==> config.mk <==
export PLATFORM = sky130hd
export DESIGN_NAME = bus_controller
export DESIGN_NICKNAME = d
export VERILOG_FILES = /design/src/rtl/bus_pkg.sv /design/src/rtl/region_decoder.sv /design/src/rtl/bus_controller.sv
export SDC_FILE = /design/constraint.sdc
export NUM_CORES = 1
export LEC_CHECK = 0
export BUFFER_PORTS_ARGS = -buffer_cell sky130_fd_sc_hd__buf_4
export CAP_MARGIN = 30
export CORE_UTILIZATION = 40
export CTS_CLUSTER_SIZE = 8
export DETAILED_ROUTE_END_ITERATION = 7
export PLACE_DENSITY_LB_ADDON = 0.25
export RECOVER_POWER = 50
export SYNTH_ARGS = -nofsm -noshare
export SYNTH_HDL_FRONTEND = slang
export SYNTH_SLANG_ARGS = --single-unit
==> constraint.sdc <==
create_clock -name clk -period 2.3 [get_ports clk]
set_input_delay 0.345 -clock clk [delete_from_list [all_inputs] [get_ports clk]]
set_output_delay 0.345 -clock clk [all_outputs]
set_load 0.02 [all_outputs]
==> src/rtl/bus_pkg.sv <==
// Shared types and constants for the 68k-side bus controller.
package bus_pkg;

  // Bus cycle states seen by the controller FSM
  typedef enum logic [1:0] {
    IDLE = 2'd0,
    SEL  = 2'd1,
    ACK  = 2'd2,
    BERR = 2'd3
  } bus_state_t;

  // Width of the per-region fixed wait-state counter
  localparam int WAIT_W = 4;

  // Width of the SEL-state timeout counter
  localparam int TMO_W = 8;

  // Index width for a slave count, never narrower than one bit
  function automatic int idx_width(input int n);
    return (n > 1) ? $clog2(n) : 1;
  endfunction

endpackage

==> src/rtl/region_decoder.sv <==
// Combinational priority decoder: matches an address against the
// programmable base/mask regions; the lowest matching index wins.
module region_decoder
  import bus_pkg::*;
#(
  parameter int                         N_SLAVES    = 4,
  parameter int                         ADDR_W      = 32,
  parameter int                         IDX_W       = idx_width(N_SLAVES),
  parameter logic [N_SLAVES*ADDR_W-1:0] REGION_BASE = '0,
  parameter logic [N_SLAVES*ADDR_W-1:0] REGION_MASK = '0
) (
  input  logic [ADDR_W-1:0]   addr,
  output logic                hit,
  output logic [N_SLAVES-1:0] onehot,
  output logic [IDX_W-1:0]    idx
);

  // Scan from the highest index down so the lowest matching region is the
  // one left standing when regions overlap.
  always_comb begin
    hit    = 1'b0;
    onehot = '0;
    idx    = '0;
    for (int i = N_SLAVES - 1; i >= 0; i--) begin
      if ((addr & REGION_MASK[i*ADDR_W +: ADDR_W]) == REGION_BASE[i*ADDR_W +: ADDR_W]) begin
        hit       = 1'b1;
        idx       = IDX_W'(i);
        onehot    = '0;
        onehot[i] = 1'b1;
      end
    end
  end

endmodule

==> src/rtl/bus_controller.sv <==
// 68k-side bus controller: region decode, one-hot slave selects, per-region
// wait states with optional slave-ready, DTACK/BERR handshake and a
// registered read-data mux back to the CPU.
module bus_controller
  import bus_pkg::*;
#(
  parameter int                         N_SLAVES    = 4,
  parameter int                         ADDR_W      = 32,
  parameter int                         DATA_W      = 16,
  parameter logic [N_SLAVES*ADDR_W-1:0] REGION_BASE = '0,
  parameter logic [N_SLAVES*ADDR_W-1:0] REGION_MASK = '0,
  parameter logic [N_SLAVES*WAIT_W-1:0] REGION_WAIT = '0,
  parameter logic [N_SLAVES-1:0]        REGION_RDY  = '0,
  parameter int                         TIMEOUT     = 255
) (
  input  logic                       clk,
  input  logic                       rst,
  input  logic [ADDR_W-1:0]          cpu_addr,
  input  logic                       cpu_as,
  input  logic                       cpu_write,
  input  logic                       cpu_uds,
  input  logic                       cpu_lds,
  input  logic [DATA_W-1:0]          cpu_dataout,
  output logic [DATA_W-1:0]          cpu_datain,
  output logic                       cpu_dtack,
  output logic                       cpu_berr,
  output logic [N_SLAVES-1:0]        slv_sel,
  output logic                       slv_write,
  output logic [1:0]                 slv_be,
  output logic [DATA_W-1:0]          slv_wdata,
  input  logic [N_SLAVES*DATA_W-1:0] slv_rdata,
  input  logic [N_SLAVES-1:0]        slv_ready
);

  localparam int IDX_W = idx_width(N_SLAVES);
  localparam logic [TMO_W-1:0] TMO_LAST = TMO_W'(TIMEOUT - 1);

  bus_state_t          state;
  bus_state_t          next_state;

  logic                dec_hit;
  logic [N_SLAVES-1:0] dec_onehot;
  logic [IDX_W-1:0]    dec_idx;

  logic [IDX_W-1:0]    sel_idx;
  logic [N_SLAVES-1:0] sel_oh;
  logic [WAIT_W-1:0]   wait_cnt;
  logic [TMO_W-1:0]    tmo_cnt;
  logic                write_q;
  logic [1:0]          be_q;
  logic [DATA_W-1:0]   wdata_q;
  logic [DATA_W-1:0]   rdata_q;

  logic                rdy_ok;
  logic                sel_done;
  logic                decode_go;

  region_decoder #(
    .N_SLAVES    (N_SLAVES),
    .ADDR_W      (ADDR_W),
    .IDX_W       (IDX_W),
    .REGION_BASE (REGION_BASE),
    .REGION_MASK (REGION_MASK)
  ) u_region_decoder (
    .addr   (cpu_addr),
    .hit    (dec_hit),
    .onehot (dec_onehot),
    .idx    (dec_idx)
  );

  // State register; reset forces an immediate return to IDLE
  always_ff @(posedge clk or posedge rst) begin
    if (rst) begin
      state <= IDLE;
    end else begin
      state <= next_state;
    end
  end

  // Next-state logic; an address strobe drop in SEL aborts ahead of
  // completion, and completion wins over a same-cycle timeout.
  always_comb begin
    rdy_ok     = !REGION_RDY[sel_idx] || slv_ready[sel_idx];
    sel_done   = (wait_cnt == '0) && rdy_ok;
    decode_go  = (state == IDLE) && cpu_as && dec_hit;
    next_state = state;
    case (state)
      IDLE: begin
        if (cpu_as) begin
          next_state = dec_hit ? SEL : BERR;
        end
      end
      SEL: begin
        if (!cpu_as) begin
          next_state = IDLE;
        end else if (sel_done) begin
          next_state = ACK;
        end else if (tmo_cnt == TMO_LAST) begin
          next_state = BERR;
        end
      end
      ACK, BERR: begin
        if (!cpu_as) begin
          next_state = IDLE;
        end
      end
      default: next_state = IDLE;
    endcase
  end

  // Latches, counters and read capture; the transfer attributes are frozen
  // at decode so they stay stable for the whole time a select is active.
  always_ff @(posedge clk or posedge rst) begin
    if (rst) begin
      sel_idx  <= '0;
      sel_oh   <= '0;
      wait_cnt <= '0;
      tmo_cnt  <= '0;
      write_q  <= 1'b0;
      be_q     <= 2'b00;
      wdata_q  <= '0;
      rdata_q  <= '0;
    end else begin
      if (decode_go) begin
        sel_idx  <= dec_idx;
        sel_oh   <= dec_onehot;
        wait_cnt <= REGION_WAIT[dec_idx*WAIT_W +: WAIT_W];
        tmo_cnt  <= '0;
        write_q  <= cpu_write;
        be_q     <= {cpu_uds, cpu_lds};
        wdata_q  <= cpu_dataout;
      end else if (state == SEL) begin
        tmo_cnt <= tmo_cnt + 1'b1;
        if (wait_cnt != '0) begin
          wait_cnt <= wait_cnt - 1'b1;
        end
        if (next_state != SEL) begin
          sel_oh <= '0;
        end
        if ((next_state == ACK) && !write_q) begin
          rdata_q <= slv_rdata[sel_idx*DATA_W +: DATA_W];
        end
      end
    end
  end

  assign cpu_dtack  = (state == ACK);
  assign cpu_berr   = (state == BERR);
  assign cpu_datain = rdata_q;
  assign slv_sel    = sel_oh;
  assign slv_write  = write_q;
  assign slv_be     = be_q;
  assign slv_wdata  = wdata_q;

endmodule

* Yosys cells after proc, flatten, opt, wreduce, memory -nomap -nowiden
Index checks and enable logic that the tools add are counted.
Storage, ports and cells: register bits 53, bits of input ports 122, output and inout bits 41, logic and storage cells 44
Cells by class: add/sub/neg operators 2, equality and inequality tests 6, multiplexer cells 14, bitwise operators 1, reduce and logical (&&, ||, !) cells 13
Operators by type and width (count):
- $mux 4 | 6
- $mux 8 | 2
- $mux 2 | 5
- $add 8x1->8 const B | 1
- $eq 8x8->1 const B | 1
- $eq 2x2->1 const B | 3
- $pmux 2 s3 | 1
- $reduce_bool 2->1 | 3
- $logic_not 4->1 | 1
- $reduce_and 2->1 | 2
- $reduce_bool 4->1 | 1
- $sub 4x1->4 const B | 1
- $reduce_and 3->1 | 1
- $eq 2x1->1 const B | 1
- $logic_and 1x1->1 | 2
- $logic_not 2->1 | 1
- $ne 2x1->1 const B | 1
- $reduce_or 2->1 | 1
- $logic_not 1->1 | 1
- $not 1->1 | 1

* Depth between registers and ports, before layout
depth in word-level cells 9, gate-level depth with buffers 6, gate-level depth less buffers 5

* Cells and area by module
A second synthesis with hierarchy kept.
Unflattened totals: cells, all modules 257, area total of the unflattened synthesis 2922.8 um2
Modules (own cells, without submodules):
- bus_controller | instances 1, cells each 248, area an instance 2862.7 um2, sequential area each 1376.3 um2
- region_decoder | instances 1, cells each 9, area an instance 60.1 um2, sequential area each 0.0 um2

* Worst setup path before layout
Ideal clock, no wire load.
path type reg2reg, start register wait_cnt[0], end register rdata_q[0], in the netlist cpu_datain[0], setup time 0.125 ns, data arrival time 1.568 ns, required time 2.175 ns, slack 0.607 ns, stages on the path, launching flop included 7, cell sequence dfrtp_1 -> inv_1 -> ha_1 -> nor3b_4 -> nand4b_4 -> buf_6 -> mux2_4
On the way: cells in the longest elaborated chain, start to end 7
Ends and longest elaborated chain:
- from (decl) | line bus_controller.sv:47 | logic [WAIT_W-1:0] wait_cnt;
- from (signal assigned) | line bus_controller.sv:127 | wait_cnt <= REGION_WAIT[dec_idx*WAIT_W +: WAIT_W];
- from (signal assigned) | line bus_controller.sv:135 | wait_cnt <= wait_cnt - 1'b1;
- $logic_not 4->1 | line bus_controller.sv:84 | sel_done = (wait_cnt == '0) && rdy_ok;
- $mux 2 | line bus_controller.sv:96 | end else if (sel_done) begin
- $mux 2 | line bus_controller.sv:94 | if (!cpu_as) begin
- $pmux 2 s3 | line bus_controller.sv:87 | case (state)
- $eq 2x2->1 | line bus_controller.sv:140 | if ((next_state == ACK) && !write_q) begin
- $logic_and 1x1->1 | line bus_controller.sv:140
- $reduce_and 3->1 (no source line)
- to (signal assigned) | line bus_controller.sv:141 | rdata_q <= slv_rdata[sel_idx*DATA_W +: DATA_W];
- to (decl) | line bus_controller.sv:52 | logic [DATA_W-1:0] rdata_q;
No other way between the ends. A chain may end at the register's enable or synchronous reset.

* Final worst setup path
Ends and elaborated chain as after synthesis.

==> flow_summary.json <==
{
  "status": "finished, final reports clean",
  "cts_root_buf": "clkbuf_8",
  "drc": 0,
  "ys_warn_count": 0,
  "path_max_fanout": 16,
  "antenna_cells": 0,
  "place.port_buffers": 75,
  "path_buf_inv": 1,
  "drt_iter0_drc": 85,
  "ios": 163,
  "utilization_pct": 54.62,
  "synth.avg_cell_area_um2": 10.93,
  "grt_pass1_wl_um": 6568,
  "yosys_register_bits": 50,
  "yosysSeqAreaShare_pct": 57.50,
  "grt_pass1_vias": 1437,
  "drt-total-wl_um": 4294,
  "initial_core_util_pct": 42.07,
  "path_cells": "inv_1 -> ha_1 -> nor3b_4 -> nand4b_4 -> mux2_4",
  "clock_path_buffers": 2,
  "end_kind": "flip-flop",
  "routedWlPerCell_um": 12.34,
  "p_leak_nw": 1.432,
  "slowest_delay_ns": 0.44,
  "die-area_mm2": 0.005739,
  "ctsResizeCount": 0,
  "tns_ns": 0,
  "cp_data_required_time_ns": 2.49,
  "power_density_mw_per_mm2": 1318,
  "cts_hold_buf": 0,
  "filler_cell_count": 453,
  "period_minus_slack_ns": 2.010,
  "syn_area_mm2": 0.002176,
  "dp_hpwl_um": 3072,
  "cts_tree": "yes",
  "track_usage_pct": 15.69,
  "cp_top_family": "simple AND/OR/NAND/NOR gates",
  "layout_common_cells": "nand2_1 (62), buf_4 (57), dfrtp_1 (50)",
  "insertion_delay_ns": 0.30,
  "yosysUniqueCellTypes": 38,
  "hold_viol_final": 0,
  "nets": 402,
  "via_per_inst": 4.695,
  "path_clk_slew_ns": 0.09,
  "ys_async_sr_fraction_pct": 100.0,
  "startpoint_type": "flip-flop",
  "hold_class": "input port to flip-flop",
  "cp_slowest_cell": "nor3b_4",
  "max_freq_mhz": 497.6,
  "die_w_um": 75.76,
  "fin_crit_sh_pct": 87.37,
  "cp_data_arrival_time_ns": 2.20,
  "layout-drive-gt1-share_pct": 30.22,
  "crit_type": "flip-flop to flip-flop",
  "die_y_um": 75.76,
  "cts.sinks": 50,
  "placementRows": 26,
  "maxCapViolCount": 0,
  "synth_cells": 199,
  "fin_worst_skew_ns": 0.007198,
  "slew_violations": 0,
  "post_cts.repair.setup_buffers": 0,
  "syn_to_final_growth_pct": 29.84,
  "synth_enable_flop_cells": 0,
  "ys.flop_type": "dfrtp_1",
  "via_count": 1634,
  "relSlewSlack_pct": 8.925,
  "ir_drop_mv": 0.5670,
  "gp_congestion": 0.7507,
  "grt.overflow.total": 0,
  "tightest_slew_ns": 1.365,
  "htreeDepth": 2,
  "grt_max_degree": 39,
  "antenna_left": 0,
  "fp.coreArea_mm2": 0.005172,
  "finalSetupViolCount": 0,
  "numCtsBuffers": 5,
  "rsz0062_at_grt": "no",
  "layout_commonest_cell": "nand2_1",
  "antenna_found_initial": 0,
  "dr.pass1.iters": 4
}
state kept, by name, summed over array words and instances, names as in the netlist:
name,flops
cpu_datain,16
slv_sel,1
wait_cnt,4
state,2
slv_wdata,16
tmo_cnt,8
slv_be,2
slv_write,1
per-stage QoR:
step	instances	instance area [um^2]	total power (W)	hold WS (ns)	setup WS, ns
2_1_floorplan	201	2183	0.002622	0.4479	0.6071
3_3_place_gp	340	2809	0.003327	0.4606	0.3289
3_5_place_dp	340	2809	0.003373	0.4633	0.2989
4_1_cts	348	2904	0.003919	0.2006	0.2912
5_1_grt	348	2825	0.004011	0.2182	0.1619
6_report	348	2825	0.003723	0.2280	0.2904
power by group:
part / switching [W] / internal (W) / total [W] / leakage, nW
sequential: 0.000267 / 0.00126 / 0.00153 / 0.626
clock: 0.000279 / 0.000249 / 0.000528 / 0.0489
combinational: 0.000958 / 0.000706 / 0.00166 / 0.758
tightest hold or removal path: cells and delay by family:
| kind | cells | cell delay [ns] |
|---|---|---|
| AND/OR/NAND/NOR | 2 | 0.08 |
| buffers and inverters | 1 | 0.07 |
worst paths after layout:
check | start | to | slack (ns) | depth (start not counted)
setup / recovery | wait_cnt[0] | cpu_datain[0] | 0.29 | 5
hold / removal | cpu_dataout[5] | slv_wdata[5] | 0.23 | 3
setup reg to reg | wait_cnt[0] | cpu_datain[0] | 0.29 | 5
hold reg to reg | slv_wdata[6] | slv_wdata[6] | 0.48 | 2
max in group asynchronous | rst | wait_cnt[3] | 0.84 | 3
min in group asynchronous | rst | cpu_datain[8] | 0.44 | 2
cell usage after synthesis (2+ instances only):
cell	count	area, um^2
buf_2	3	15.01
nand2_1	62	232.7
or3_1	3	18.77
ha_1	3	37.54
clkbuf_1	2	7.510
dfrtp_1	50	1251
mux2_2	6	67.56
o31ai_1	2	15.01
mux2_4	10	150.1
o211ai_1	2	15.01
nand3b_1	2	15.01
nand3_1	7	35.03
a21oi_1	5	25.02
nor2_1	2	7.510
buf_4	3	22.52
mux2i_1	2	20.02
o21ai_0	9	45.04
inv_1	6	22.52
final cells by class:
cell class	instances	area [um^2]	area share, %
multi-input combinational	135	854.6	30.25
timing repair buffer	79	514.2	18.20
inverter	6	22.52	0.7972
sequential	50	1251	44.29
clock buffer	7	86.33	3.056
tap	70	87.58	3.100
clock inverter	1	8.758	0.3100
cells by family after synthesis:
logic type | after synthesis | share of synthesized area [%]
buffers and inverters | 16 | 3.795
AOI/OAI and AO/OA | 23 | 6.498
adders and majority gates | 3 | 1.725
xor gates and xnor gates | 1 | 0.4026
muxes | 18 | 10.93
other | 1 | 0.1723
DFF | 50 | 57.50
and+or+nand+nor | 87 | 18.98
metal layers:
metal	vias up	global-route usage, %	part of all wire [%]
li1	823	-	-
met1	753	20.56	46
met2	52	23.80	47
met3	6	4.762	5.5
met4	0	7.407	1.5
met5	-	0	0
Note: power is estimated with default switching activity, not from simulation.
